## src/rtl/lq_agen_pkg.sv

```systemverilog
// lq_agen_pkg: shared types and helpers for the load-queue address-generation stage.
//   - agen_state_e : beat-holding FSM states
//   - size_to_bytes: log2 access size -> byte count, clamped to 16 B
//   - idx_of       : set index of an effective address with optional LSB force
package lq_agen_pkg;

    typedef enum logic [1:0] {
        StIdle,
        StHold1,
        StHold2
    } agen_state_e;

    localparam int unsigned MaxWidth     = 64;
    localparam int unsigned DefLineLog2  = 6;
    localparam int unsigned DefLineBytes = 1 << DefLineLog2;

    // Sizes above 16 B are treated as 16 B.
    function automatic logic [4:0] size_to_bytes(input logic [2:0] size);
        logic [2:0] clamped;
        clamped = (size > 3'd4) ? 3'd4 : size;
        return 5'd1 << clamped;
    endfunction

    // Index = (ea >> line_log2) mod 2^idx_width, LSB ORed with dir_ig.
    // Returned at full width; callers narrow it to their index width.
    function automatic logic [MaxWidth-1:0] idx_of(input logic [MaxWidth-1:0] ea,
                                                   input int unsigned line_log2,
                                                   input int unsigned idx_width,
                                                   input logic dir_ig);
        logic [MaxWidth-1:0] mask;
        mask = (64'd1 << idx_width) - 64'd1;
        return ((ea >> line_log2) & mask) | {63'd0, dir_ig};
    endfunction

endpackage

```

## src/rtl/lq_agen_split_if.sv

```systemverilog
// lq_agen_split_if: request (ex_*) and beat (agen_*) handshakes of the AGEN stage.
//   master : issue/execute side plus beat consumer (drives ex_*, agen_rdy)
//   slave  : the AGEN stage (drives ex_rdy, agen_*)
interface lq_agen_split_if #(
    parameter int unsigned WIDTH     = 64,
    parameter int unsigned IDX_WIDTH = 6
);
    logic                 ex_vld;
    logic                 ex_rdy;
    logic [WIDTH-1:0]     ex_base;
    logic [WIDTH-1:0]     ex_offset;
    logic [2:0]           ex_size;
    logic                 ex_dir_ig;
    logic                 ex_mode64;

    logic                 agen_vld;
    logic                 agen_rdy;
    logic [WIDTH-1:0]     agen_ea;
    logic [IDX_WIDTH-1:0] agen_idx;
    logic [4:0]           agen_bytes;
    logic                 agen_split;
    logic                 agen_last;
    logic                 agen_cout;

    modport master (
        output ex_vld, ex_base, ex_offset, ex_size, ex_dir_ig, ex_mode64, agen_rdy,
        input  ex_rdy, agen_vld, agen_ea, agen_idx, agen_bytes, agen_split, agen_last,
               agen_cout
    );

    modport slave (
        input  ex_vld, ex_base, ex_offset, ex_size, ex_dir_ig, ex_mode64, agen_rdy,
        output ex_rdy, agen_vld, agen_ea, agen_idx, agen_bytes, agen_split, agen_last,
               agen_cout
    );

endinterface

```

## src/rtl/lq_agen_add.sv

```systemverilog
// lq_agen_add: WIDTH-bit adder for effective-address generation.
//   a, b      : operands
//   mode64    : 0 clears sum bits >= 32 (32-bit wrap)
//   sum       : a + b at the selected mode width
//   carry31   : carry out of bit 31
//   carry_top : carry out of bit WIDTH-1
module lq_agen_add #(
    parameter int unsigned WIDTH = 64
) (
    input  logic [WIDTH-1:0] a,
    input  logic [WIDTH-1:0] b,
    input  logic             mode64,
    output logic [WIDTH-1:0] sum,
    output logic             carry31,
    output logic             carry_top
);

    localparam logic [WIDTH-1:0] Mask32 = WIDTH'(64'h0000_0000_FFFF_FFFF);

    logic [WIDTH:0] full;
    logic [32:0]    low;

    assign full      = {1'b0, a} + {1'b0, b};
    assign low       = {1'b0, a[31:0]} + {1'b0, b[31:0]};
    assign carry_top = full[WIDTH];
    assign carry31   = low[32];
    assign sum       = mode64 ? full[WIDTH-1:0] : (full[WIDTH-1:0] & Mask32);

endmodule

```

## src/rtl/lq_agen_split.sv

```systemverilog
// lq_agen_split: load/store address generation with cache-line split sequencing.
//   clk, rst_b : clock, asynchronous active-low reset
//   bus        : slave side of lq_agen_split_if
//                ex_*   request in (base, offset, size, dir_ig, mode64) with ex_vld/ex_rdy
//                agen_* registered beat out (ea, idx, bytes, split, last, cout)
// A request that fits in one line yields one beat; one that crosses a line boundary
// yields a first beat up to the line end and a second, line-aligned beat with the rest.
module lq_agen_split
    import lq_agen_pkg::*;
#(
    parameter int unsigned WIDTH     = 64,
    parameter int unsigned LINE_LOG2 = 6,
    parameter int unsigned IDX_WIDTH = 6
) (
    input logic            clk,
    input logic            rst_b,
    lq_agen_split_if.slave bus
);

    localparam int unsigned LineBytes  = 1 << LINE_LOG2;
    localparam logic [8:0]  LineBytes9 = 9'(LineBytes);

    agen_state_e          state_q, state_d;
    logic [WIDTH-1:0]     ea_q, ea_d;
    logic [IDX_WIDTH-1:0] idx_q, idx_d;
    logic [4:0]           bytes_q, bytes_d;
    logic [4:0]           rem_q, rem_d;
    logic                 split_q, split_d;
    logic                 last_q, last_d;
    logic                 cout_q, cout_d;
    logic                 dir_ig_q, dir_ig_d;
    logic                 mode64_q, mode64_d;

    // base + offset for the incoming request
    logic [WIDTH-1:0] sum;
    logic             sum_c31, sum_ctop;

    lq_agen_add #(
        .WIDTH(WIDTH)
    ) u_add_ea (
        .a        (bus.ex_base),
        .b        (bus.ex_offset),
        .mode64   (bus.ex_mode64),
        .sum      (sum),
        .carry31  (sum_c31),
        .carry_top(sum_ctop)
    );

    // held first-beat ea + its byte count -> next line for the second beat
    logic [WIDTH-1:0] nxt_ea;
    logic             nxt_c31, nxt_ctop;

    lq_agen_add #(
        .WIDTH(WIDTH)
    ) u_add_next (
        .a        (ea_q),
        .b        (WIDTH'(bytes_q)),
        .mode64   (mode64_q),
        .sum      (nxt_ea),
        .carry31  (nxt_c31),
        .carry_top(nxt_ctop)
    );

    logic                 accept, consume;
    logic [4:0]           req_bytes, first_bytes;
    logic [8:0]           line_off, span;
    logic                 needs_split;
    logic                 new_cout, nxt_wrap;
    logic [IDX_WIDTH-1:0] new_idx, nxt_idx;

    assign req_bytes   = size_to_bytes(bus.ex_size);
    assign line_off    = 9'(sum[LINE_LOG2-1:0]);
    assign span        = line_off + 9'(req_bytes);
    assign needs_split = span > LineBytes9;
    // Only meaningful when splitting; then it is strictly below req_bytes.
    assign first_bytes = 5'(LineBytes9 - line_off);
    assign new_cout    = bus.ex_mode64 ? sum_ctop : sum_c31;
    assign new_idx     = IDX_WIDTH'(idx_of(64'(sum), LINE_LOG2, IDX_WIDTH, bus.ex_dir_ig));
    assign nxt_idx     = IDX_WIDTH'(idx_of(64'(nxt_ea), LINE_LOG2, IDX_WIDTH, dir_ig_q));

    // The increment lands on a line boundary, so a mode-width carry and a zero result
    // coincide; either marks the wrap.
    assign nxt_wrap = (mode64_q ? nxt_ctop : nxt_c31) | (nxt_ea == '0);

    // Ready only when no beat is held or the held final beat leaves this cycle.
    assign bus.ex_rdy = (state_q == StIdle) || (last_q && bus.agen_rdy);
    assign accept     = bus.ex_vld && bus.ex_rdy;
    assign consume    = (state_q != StIdle) && bus.agen_rdy;

    always_comb begin
        state_d  = state_q;
        ea_d     = ea_q;
        idx_d    = idx_q;
        bytes_d  = bytes_q;
        rem_d    = rem_q;
        split_d  = split_q;
        last_d   = last_q;
        cout_d   = cout_q;
        dir_ig_d = dir_ig_q;
        mode64_d = mode64_q;

        if (accept) begin
            // Covers both IDLE and a final beat leaving this cycle: no bubble.
            state_d  = StHold1;
            ea_d     = sum;
            idx_d    = new_idx;
            dir_ig_d = bus.ex_dir_ig;
            mode64_d = bus.ex_mode64;
            cout_d   = new_cout;
            split_d  = needs_split;
            last_d   = !needs_split;
            bytes_d  = needs_split ? first_bytes : req_bytes;
            rem_d    = needs_split ? (req_bytes - first_bytes) : 5'd0;
        end else if (consume) begin
            case (state_q)
                StHold1: begin
                    if (last_q) begin
                        state_d = StIdle;
                    end else begin
                        state_d = StHold2;
                        ea_d    = nxt_ea;
                        idx_d   = nxt_idx;
                        bytes_d = rem_q;
                        last_d  = 1'b1;
                        cout_d  = cout_q | nxt_wrap;
                    end
                end
                StHold2: state_d = StIdle;
                default: state_d = StIdle;
            endcase
        end
    end

    always_ff @(posedge clk or negedge rst_b) begin
        if (!rst_b) begin
            state_q  <= StIdle;
            ea_q     <= '0;
            idx_q    <= '0;
            bytes_q  <= '0;
            rem_q    <= '0;
            split_q  <= 1'b0;
            last_q   <= 1'b0;
            cout_q   <= 1'b0;
            dir_ig_q <= 1'b0;
            mode64_q <= 1'b0;
        end else begin
            state_q  <= state_d;
            ea_q     <= ea_d;
            idx_q    <= idx_d;
            bytes_q  <= bytes_d;
            rem_q    <= rem_d;
            split_q  <= split_d;
            last_q   <= last_d;
            cout_q   <= cout_d;
            dir_ig_q <= dir_ig_d;
            mode64_q <= mode64_d;
        end
    end

    assign bus.agen_vld   = (state_q != StIdle);
    assign bus.agen_ea    = ea_q;
    assign bus.agen_idx   = idx_q;
    assign bus.agen_bytes = bytes_q;
    assign bus.agen_split = split_q;
    assign bus.agen_last  = last_q;
    assign bus.agen_cout  = cout_q;

endmodule

```

## src/flat_wrapper.sv

```systemverilog
// flat-port wrapper written by rule: the top's interface ports become plain ports
module lq_agen_split_flat import lq_agen_pkg::*;
#(
    parameter int unsigned WIDTH     = 64,
    parameter int unsigned LINE_LOG2 = 6,
    parameter int unsigned IDX_WIDTH = 6
)
  (clk, rst_b, bus_ex_vld, bus_ex_base, bus_ex_offset, bus_ex_size, bus_ex_dir_ig, bus_ex_mode64, bus_agen_rdy, bus_ex_rdy, bus_agen_vld, bus_agen_ea, bus_agen_idx, bus_agen_bytes, bus_agen_split, bus_agen_last, bus_agen_cout);
  lq_agen_split_if #(.WIDTH(WIDTH), .IDX_WIDTH(IDX_WIDTH)) bus_i ();
  input logic clk;
  input logic rst_b;
  input wire logic [$bits(bus_i.ex_vld)-1:0] bus_ex_vld;
  input wire logic [$bits(bus_i.ex_base)-1:0] bus_ex_base;
  input wire logic [$bits(bus_i.ex_offset)-1:0] bus_ex_offset;
  input wire logic [$bits(bus_i.ex_size)-1:0] bus_ex_size;
  input wire logic [$bits(bus_i.ex_dir_ig)-1:0] bus_ex_dir_ig;
  input wire logic [$bits(bus_i.ex_mode64)-1:0] bus_ex_mode64;
  input wire logic [$bits(bus_i.agen_rdy)-1:0] bus_agen_rdy;
  output wire logic [$bits(bus_i.ex_rdy)-1:0] bus_ex_rdy;
  output wire logic [$bits(bus_i.agen_vld)-1:0] bus_agen_vld;
  output wire logic [$bits(bus_i.agen_ea)-1:0] bus_agen_ea;
  output wire logic [$bits(bus_i.agen_idx)-1:0] bus_agen_idx;
  output wire logic [$bits(bus_i.agen_bytes)-1:0] bus_agen_bytes;
  output wire logic [$bits(bus_i.agen_split)-1:0] bus_agen_split;
  output wire logic [$bits(bus_i.agen_last)-1:0] bus_agen_last;
  output wire logic [$bits(bus_i.agen_cout)-1:0] bus_agen_cout;
  assign bus_i.ex_vld = bus_ex_vld;
  assign bus_i.ex_base = bus_ex_base;
  assign bus_i.ex_offset = bus_ex_offset;
  assign bus_i.ex_size = bus_ex_size;
  assign bus_i.ex_dir_ig = bus_ex_dir_ig;
  assign bus_i.ex_mode64 = bus_ex_mode64;
  assign bus_i.agen_rdy = bus_agen_rdy;
  assign bus_ex_rdy = bus_i.ex_rdy;
  assign bus_agen_vld = bus_i.agen_vld;
  assign bus_agen_ea = bus_i.agen_ea;
  assign bus_agen_idx = bus_i.agen_idx;
  assign bus_agen_bytes = bus_i.agen_bytes;
  assign bus_agen_split = bus_i.agen_split;
  assign bus_agen_last = bus_i.agen_last;
  assign bus_agen_cout = bus_i.agen_cout;
  lq_agen_split #(.WIDTH(WIDTH), .LINE_LOG2(LINE_LOG2), .IDX_WIDTH(IDX_WIDTH)) u_core (.clk(clk), .rst_b(rst_b), .bus(bus_i));
endmodule
```

## config.mk

```make
export PLATFORM = sky130hd
export DESIGN_NAME = lq_agen_split_flat
export DESIGN_NICKNAME = d
export VERILOG_FILES = /design/src/rtl/lq_agen_pkg.sv /design/src/rtl/lq_agen_split_if.sv /design/src/rtl/lq_agen_add.sv /design/src/rtl/lq_agen_split.sv /design/src/flat_wrapper.sv
export SDC_FILE = /design/constraint.sdc
export NUM_CORES = 1
export LEC_CHECK = 0
export ABC_AREA = 0
export ABC_CLOCK_PERIOD_IN_PS = 4180
export CORE_UTILIZATION = 50
export CTS_CLUSTER_SIZE = 25
export DETAILED_ROUTE_END_ITERATION = 6
export GPL_ROUTABILITY_DRIVEN = 0
export GPL_TIMING_DRIVEN = 0
export PLACE_DENSITY = 0.77
export SYNTH_ARGS = -nofsm -noshare
export SYNTH_HDL_FRONTEND = slang
export SYNTH_SLANG_ARGS = --single-unit
```

## constraint.sdc

```tcl
create_clock -name clk -period 4.18 [get_ports clk]
set_input_delay 0.627 -clock clk [delete_from_list [all_inputs] [get_ports clk]]
set_output_delay 0.627 -clock clk [all_outputs]
set_load 0.01 [all_outputs]
```

# Word-level counts from Yosys, hierarchy flattened

Index checks and enable logic that the tools add are counted.

Register bits: 87
Input port bits: 137
Output and inout bits: 80
Logic and storage cells: 68

$add $sub $neg: 7
Magnitude comparators: 2
Eq/ne operators: 2
Shifts and indexed selects: 1
Mux-type cells: 30
Bitwise operators: 4
Reduce and logical (&&, ||, !) cells: 12

Operator list:

| kind                                                                  | number |
|---|---|
| 64-bit two-way mux                                                    | 6 |
| 64-bit by 5-bit adder with 65-bit output                              | 1 |
| 64-bit by 64-bit adder with 65-bit output                             | 1 |
| 64-bit zero test                                                      | 1 |
| 32-bit by 32-bit adder with 33-bit output                             | 1 |
| 32-bit by 5-bit adder with 33-bit output                              | 1 |
| 5-bit two-way mux                                                     | 6 |
| 6-bit two-way mux                                                     | 4 |
| 6-bit by 1-bit bitwise OR with 6-bit output                           | 2 |
| 9-bit by 7-bit > comparator with 1-bit output, second input constant  | 1 |
| 1-bit two-way mux                                                     | 9 |
| 2-bit two-way mux                                                     | 4 |
| 6-bit by 5-bit adder with 7-bit output                                | 1 |
| 2-bit nonzero test                                                    | 3 |
| 1-bit by 3-bit << shifter with 5-bit output, first input constant     | 1 |
| 1-bit by 5-bit subtractor with 5-bit output, first input constant     | 1 |
| 5-bit subtractor                                                      | 1 |
| 3-bit > comparator, second input constant                             | 1 |
| 1-bit logical AND                                                     | 3 |
| 3-bit two-way mux                                                     | 1 |
| 3-bit AND reduction                                                   | 1 |
| 2-bit by 1-bit equality test with 1-bit output, second input constant | 1 |
| 2-bit zero test                                                       | 1 |
| 2-bit inequality test, second input constant                          | 1 |
| 4 further kinds                                                       | 5 |

# Depth between registers and ports, before layout

Gate-level depths: netlist of run 1.

Depth after elaboration: 9
Depth in mapped cells: 16

# Modules after synthesis

Synthesis of run 1 repeated with hierarchy kept, for this count alone.

Cell total of the unflattened synthesis: 1779
Area total of the unflattened synthesis: 12779.8 µm²

By module, submodules not included:

| module        | instances | cells an instance | area each (µm²) | seq. area each (µm²) |
|---|---|---|---|---|
| lq_agen_add   | 2         | 622               | 4157.7          | 0.0 |
| lq_agen_split | 1         | 535               | 4464.3          | 2052.0 |

# Least setup slack after synthesis of run 1

OpenSTA, ideal clock, no wires.

Path kind: input port to flip-flop
Start: input port bus_ex_offset[0]
End: register u_core.bytes_q[3] (netlist: u_core.bus.agen_bytes[3])
Setup time: 0.141 ns
Data arrival time: 3.451 ns
Data required time: 4.039 ns
Path slack: 0.588 ns
Stages on the path: 15
Path buffers: 1
Path through: ha_1 inv_1 fa_1 xor2_1 inv_1 ha_1 a21o_1 a21oi_1 xor2_1 nand4b_1 o221ai_1 clkbuf_1 nor2_1 a211oi_1 a31oi_1

Word-level cells in the longest chain between the ends: 6

RTL lines:

| item                                          | RTL line             | RTL |
|---|---|---|
| start, declared                               | flat_wrapper.sv:14   | `input wire logic [$bits(bus_i.ex_offset)-1:0] bus_ex_offset;` |
| 64-bit by 64-bit adder with 65-bit output (*) | lq_agen_add.sv:23    | `assign full = {1'b0, a} + {1'b0, b};` |
| 64-bit two-way mux (*)                        | lq_agen_add.sv:27    | `assign sum = mode64 ? full[WIDTH-1:0] : (full[WIDTH-1:0] & Mask32);` |
| 6-bit by 5-bit adder with 7-bit output        | lq_agen_split.sv:73  | `assign span = line_off + 9'(req_bytes);` |
| 9-bit by 7-bit > comparator with 1-bit output | lq_agen_split.sv:74  | `assign needs_split = span > LineBytes9;` |
| 5-bit two-way mux (*)                         | lq_agen_split.sv:112 | `bytes_d = needs_split ? first_bytes : req_bytes;` |
| 5-bit two-way mux (*)                         | lq_agen_split.sv:102 | `if (accept) begin` |
| end signal, assigned                          | lq_agen_split.sv:150 | `bytes_q <= bytes_d;` |
| end, declared                                 | lq_agen_split.sv:26  | `logic [4:0] bytes_q, bytes_d;` |

Mark *: on every way between the ends. The rest lies on a longest branch, timed or not.
A chain may end at the register's enable or synchronous reset.

# Worst setup path after layout of run 1

Start: input port bus_ex_offset[0]
End: register u_core.cout_q (netlist: u_core.bus.agen_cout)

Word-level cells in the longest chain between the ends: 3

RTL lines:

| item                                                                                                   | RTL line                             | RTL |
|---|---|---|
| 64-bit by 64-bit adder with 65-bit output or 32-bit by 32-bit adder with 33-bit output (tied branches) | lq_agen_add.sv:23, lq_agen_add.sv:24 |  |
| 1-bit two-way mux (*)                                                                                  | lq_agen_split.sv:77                  | `assign new_cout = bus.ex_mode64 ? sum_ctop : sum_c31;` |
| 1-bit two-way mux (*)                                                                                  | lq_agen_split.sv:102                 |  |
| end signal, assigned                                                                                   | lq_agen_split.sv:154                 | `cout_q <= cout_d;` |
| end, declared                                                                                          | lq_agen_split.sv:30                  | `logic cout_q, cout_d;` |

Marked as above.

==> run metrics, run 1 <==
clock buffers created by TritonCTS 9; PwrDens around 420 nW/um^2; Synth cell types 99; top-count cell post-synth nand2_1; Reg clk slew, reported paths ~0.06 ns; CP Capture Type flip-flop; multi-input logic area 8040 um^2; sw frac between 40% and 50%; Seq/Total Area, Yosys roughly a fifth; Rows 52; final hold violation count 0; Syn Inst Count between 1000 and 1500; Seq. cell area between 2000 and 2500 um^2; Via Count about 12000; leak pwr 0.00558 uW; asr flop ratio synth between 90% and 100%; routed length per instance between 15 and 20 um; number of flops mapped to enable cells by yosys 0; fin crit period about 4 ns; layout cells sized above 1 6.54%; root cell of the clock tree clkbuf_16; Worst slew margin 38.9%; first-pass GRT wire length between 50000 and 60000 um; chip height between 100 and 150 um; I/O pins roughly 220; H-Tree Depth 3; yosys warns 0; Least-Margin Pin Slew approximately 0.92 ns; Primary FF master, synth dfrtp_1; Max Cap Viol 0; top cells by area, synth dfrtp_1 19%, ha_1 9.3%, a21oi_1 6.1%; Tcrit/Tclk final 97.6%; R2R depth 13; Yosys reg bits ~80; worst-skew pair later-pin latency 0.36 ns; adder-cell area share of the yosys netlist roughly a tenth; vias in the first global route about 11000; Vias/cell between 6 and 7; Mean Syn Cell Area 7.41 um^2; antenna diode count 0; Critical Path Source Type primary input; cts hold-fix bufs 0; die width about 150 um; Sequential Power Share around a quarter; commonest cells in the synthesized netlist 168 x nand2_1, 129 x a21oi_1, 112 x nor2_1; Starting Density 51.7%; Sink Count 82; setup TNS 0 ns; largest family of logic cells by synthesized area compound AO/OA/AOI/OAI gates; Comb power frac 58.2%; Max Fclk 245 MHz; 1st-iter DRT viols 1190; simple-gate share of the synthesized area a little over a quarter; Synth area leader dfrtp_1; post-synthesis mux area share less than 1%; CORE AREA 20600 um^2; die area 21800 um^2; status completed; Power Total ~5700 uW; post-synthesis compound-gate area fraction about 28%; clk_skew between 0.007 and 0.008 ns; CP Data Arrival Time 4.38 ns; WP data required about 4.5 ns; syn_nets about 1700; fillcell total 1832; Max FO, Critical Path 5; Routed WL approximately 37000 um; Pint between 3000 and 4000 uW; clock group share of total power approximately 16%; Switching Power about 2600 uW; antenna-violating nets left 0; Slew Limit Fails 0; CTS tree built; Util after Layout 65.9%; pin count of the biggest net entering global routing 47; hpwl dp 28800 um; Synth Area in XOR/XNOR 8.56%; Peak supply drop roughly 0.00027 V; Setup CP Type primary input to flip-flop; area grow syn2layout 27.5%; DRT Pass-1 Iters 7; final net count about 1900; post-synth top area share about a fifth; synthesized area 10600 um^2; port bufs 215; CTS max path bufs 2; initial antenna violation count 0; Final setup viols 0; Total GRT Usage 33.9%; HP Class primary input to async pin; grt ovf 0; number of remaining DRC errors 0
==> what timing repair did <==
action | CTS | global route
endpoints found under the setup margin | 14 | 14
resized for setup | 4 | 11
buffers inserted | 0 | 0
endpoints found under the hold margin | 0 | 0
pin swaps | 0 | 1
==> per-stage QoR <==
step | std cells | cell area [um^2] | hold slack (ns) | worst slack (ns)
final | 1936 | 13600 | 0.241 | 0.101
after global routing | 1936 | 13600 | 0.271 | -0.00283
after CTS | 1936 | 13500 | 0.247 | 0.00562
after detailed placement | 1920 | 13100 | 0.462 | -0.648
after global placement | 1919 | 13100 | 0.456 | -0.591
after floorplan | 1434 | 10600 | 0.331 | 0.588
==> metal layers <==
| metal | wire, um | track usage (%) |
|---|---|---|
| met1 | 15400 | 44.9 |
| met2 | 16800 | 53.8 |
| met3 | 3880 | 8.12 |
| met4 | 1120 | 11.6 |
| met5 | 0 | 0 |
==> critical path, stage by stage <==
cell	delay [ns]
clkdlybuf4s50_1	0.46
ha_1	0.17
inv_1	0.06
fa_1	0.42
nor2b_1	0.20
o211ai_1	0.15
a31oi_4	0.31
a211o_1	0.27
o21ai_1	0.25
o31ai_4	0.35
a21bo_2	0.29
a31oi_1	0.15
o21ai_0	0.40
o2111a_1	0.25
==> path summary, 6_finish.rpt <==
kind	start	to	slack, ns
hold reg to reg	u_core.dir_ig_q	u_core.dir_ig_q	0.48
hold / removal	rst_b	u_core.rem_q[1]	0.24
setup reg to reg	u_core.bus.agen_bytes[0]	u_core.bus.agen_cout	0.32
max in group asynchronous	rst_b	u_core.bus.agen_ea[49]	3.31
min in group clk	u_core.dir_ig_q	u_core.dir_ig_q	0.48
setup / recovery	bus_ex_offset[0]	u_core.bus.agen_cout	0.10
==> power by group through the flow <==
stage                     registers, uW  logic [uW]  clock network, uW
final                              1450        3290                911
after detailed placement           1440        3200                  0
after global placement             1440        3140                  0
after floorplan                    1430        1900                  0
after global routing               1490        3560                939
after CTS                          1430        3230                909
==> flip-flops by register name (all words and copies together) (netlist names) <==
signal / count
u_core.bus.agen_ea: 60
u_core.bus.agen_bytes: 5
u_core.bus.agen_idx: 5
u_core.rem_q: 5
u_core.state_q: 2
u_core.bus.agen_cout: 1
u_core.bus.agen_last: 1
u_core.bus.agen_split: 1
u_core.dir_ig_q: 1
u_core.mode64_q: 1
==> cells in the final DEF (no fill, tap or decap), types with 7 or more instances in the layout <==
| master | instances |
|---|---|
| xnor2_1 | 58 |
| and4_1 | 10 |
| o22ai_1 | 20 |
| buf_2 | 12 |
| nor3_1 | 46 |
| nand4_1 | 46 |
| buf_4 | 7 |
| o211ai_1 | 8 |
| o21bai_1 | 17 |
| o31ai_1 | 10 |
| a22oi_1 | 11 |
| clkbuf_16 | 9 |
| xor2_1 | 43 |
| nor4_1 | 12 |
| a21o_1 | 52 |
| nand2b_1 | 9 |
| nor2_1 | 112 |
| and2_1 | 10 |
| a31o_2 | 8 |
| a31oi_1 | 14 |
| or3_1 | 9 |
| a211oi_1 | 16 |
| and3_1 | 23 |
| dfrtp_1 | 82 |
| o21ai_1 | 8 |
| o21ai_0 | 77 |
| o21a_1 | 16 |
| nor2b_1 | 14 |
| nand3_1 | 52 |
| ha_1 | 79 |
| clkdlybuf4s50_1 | 214 |
| inv_1 | 43 |
| clkbuf_1 | 66 |
| a21oi_1 | 128 |
| nand2_1 | 168 |
==> layout make-up <==
| cell class | instances | area share, % |
|---|---|---|
| multi-input combinational | 1214 | 59.3 |
| timing repair buffer | 216 | 16.1 |
| sequential | 82 | 15.1 |
| buffer | 95 | 3.40 |
| tap | 270 | 2.49 |
| clock buffer | 12 | 1.89 |
| inverter | 43 | 1.19 |
| clock inverter | 4 | 0.545 |
==> kinds of logic (layout without fill, tap and decap cells) <==
family	count (synthesis)	in the layout
AND/OR/NAND/NOR	565	565
AO/OA/AOI/OAI	455	455
buffers and inverters	138	370
XOR/XNOR	103	103
adder cells (fa/ha/maj)	83	83
flip-flops	82	82
multiplexers	8	8
Power figures use the tool's default switching activity.
==> inputs of run 2 (changes only) <==
--- a/config.mk
+++ b/config.mk
@@ -8,7 +8,6 @@
 export ABC_AREA = 0
 export ABC_CLOCK_PERIOD_IN_PS = 4180
 export CORE_UTILIZATION = 50
-export CTS_CLUSTER_SIZE = 25
 export DETAILED_ROUTE_END_ITERATION = 6
 export GPL_ROUTABILITY_DRIVEN = 0
 export GPL_TIMING_DRIVEN = 0
==> results of run 2 <==
No change in the layout: final DEF, timing and power equal those of run 1.
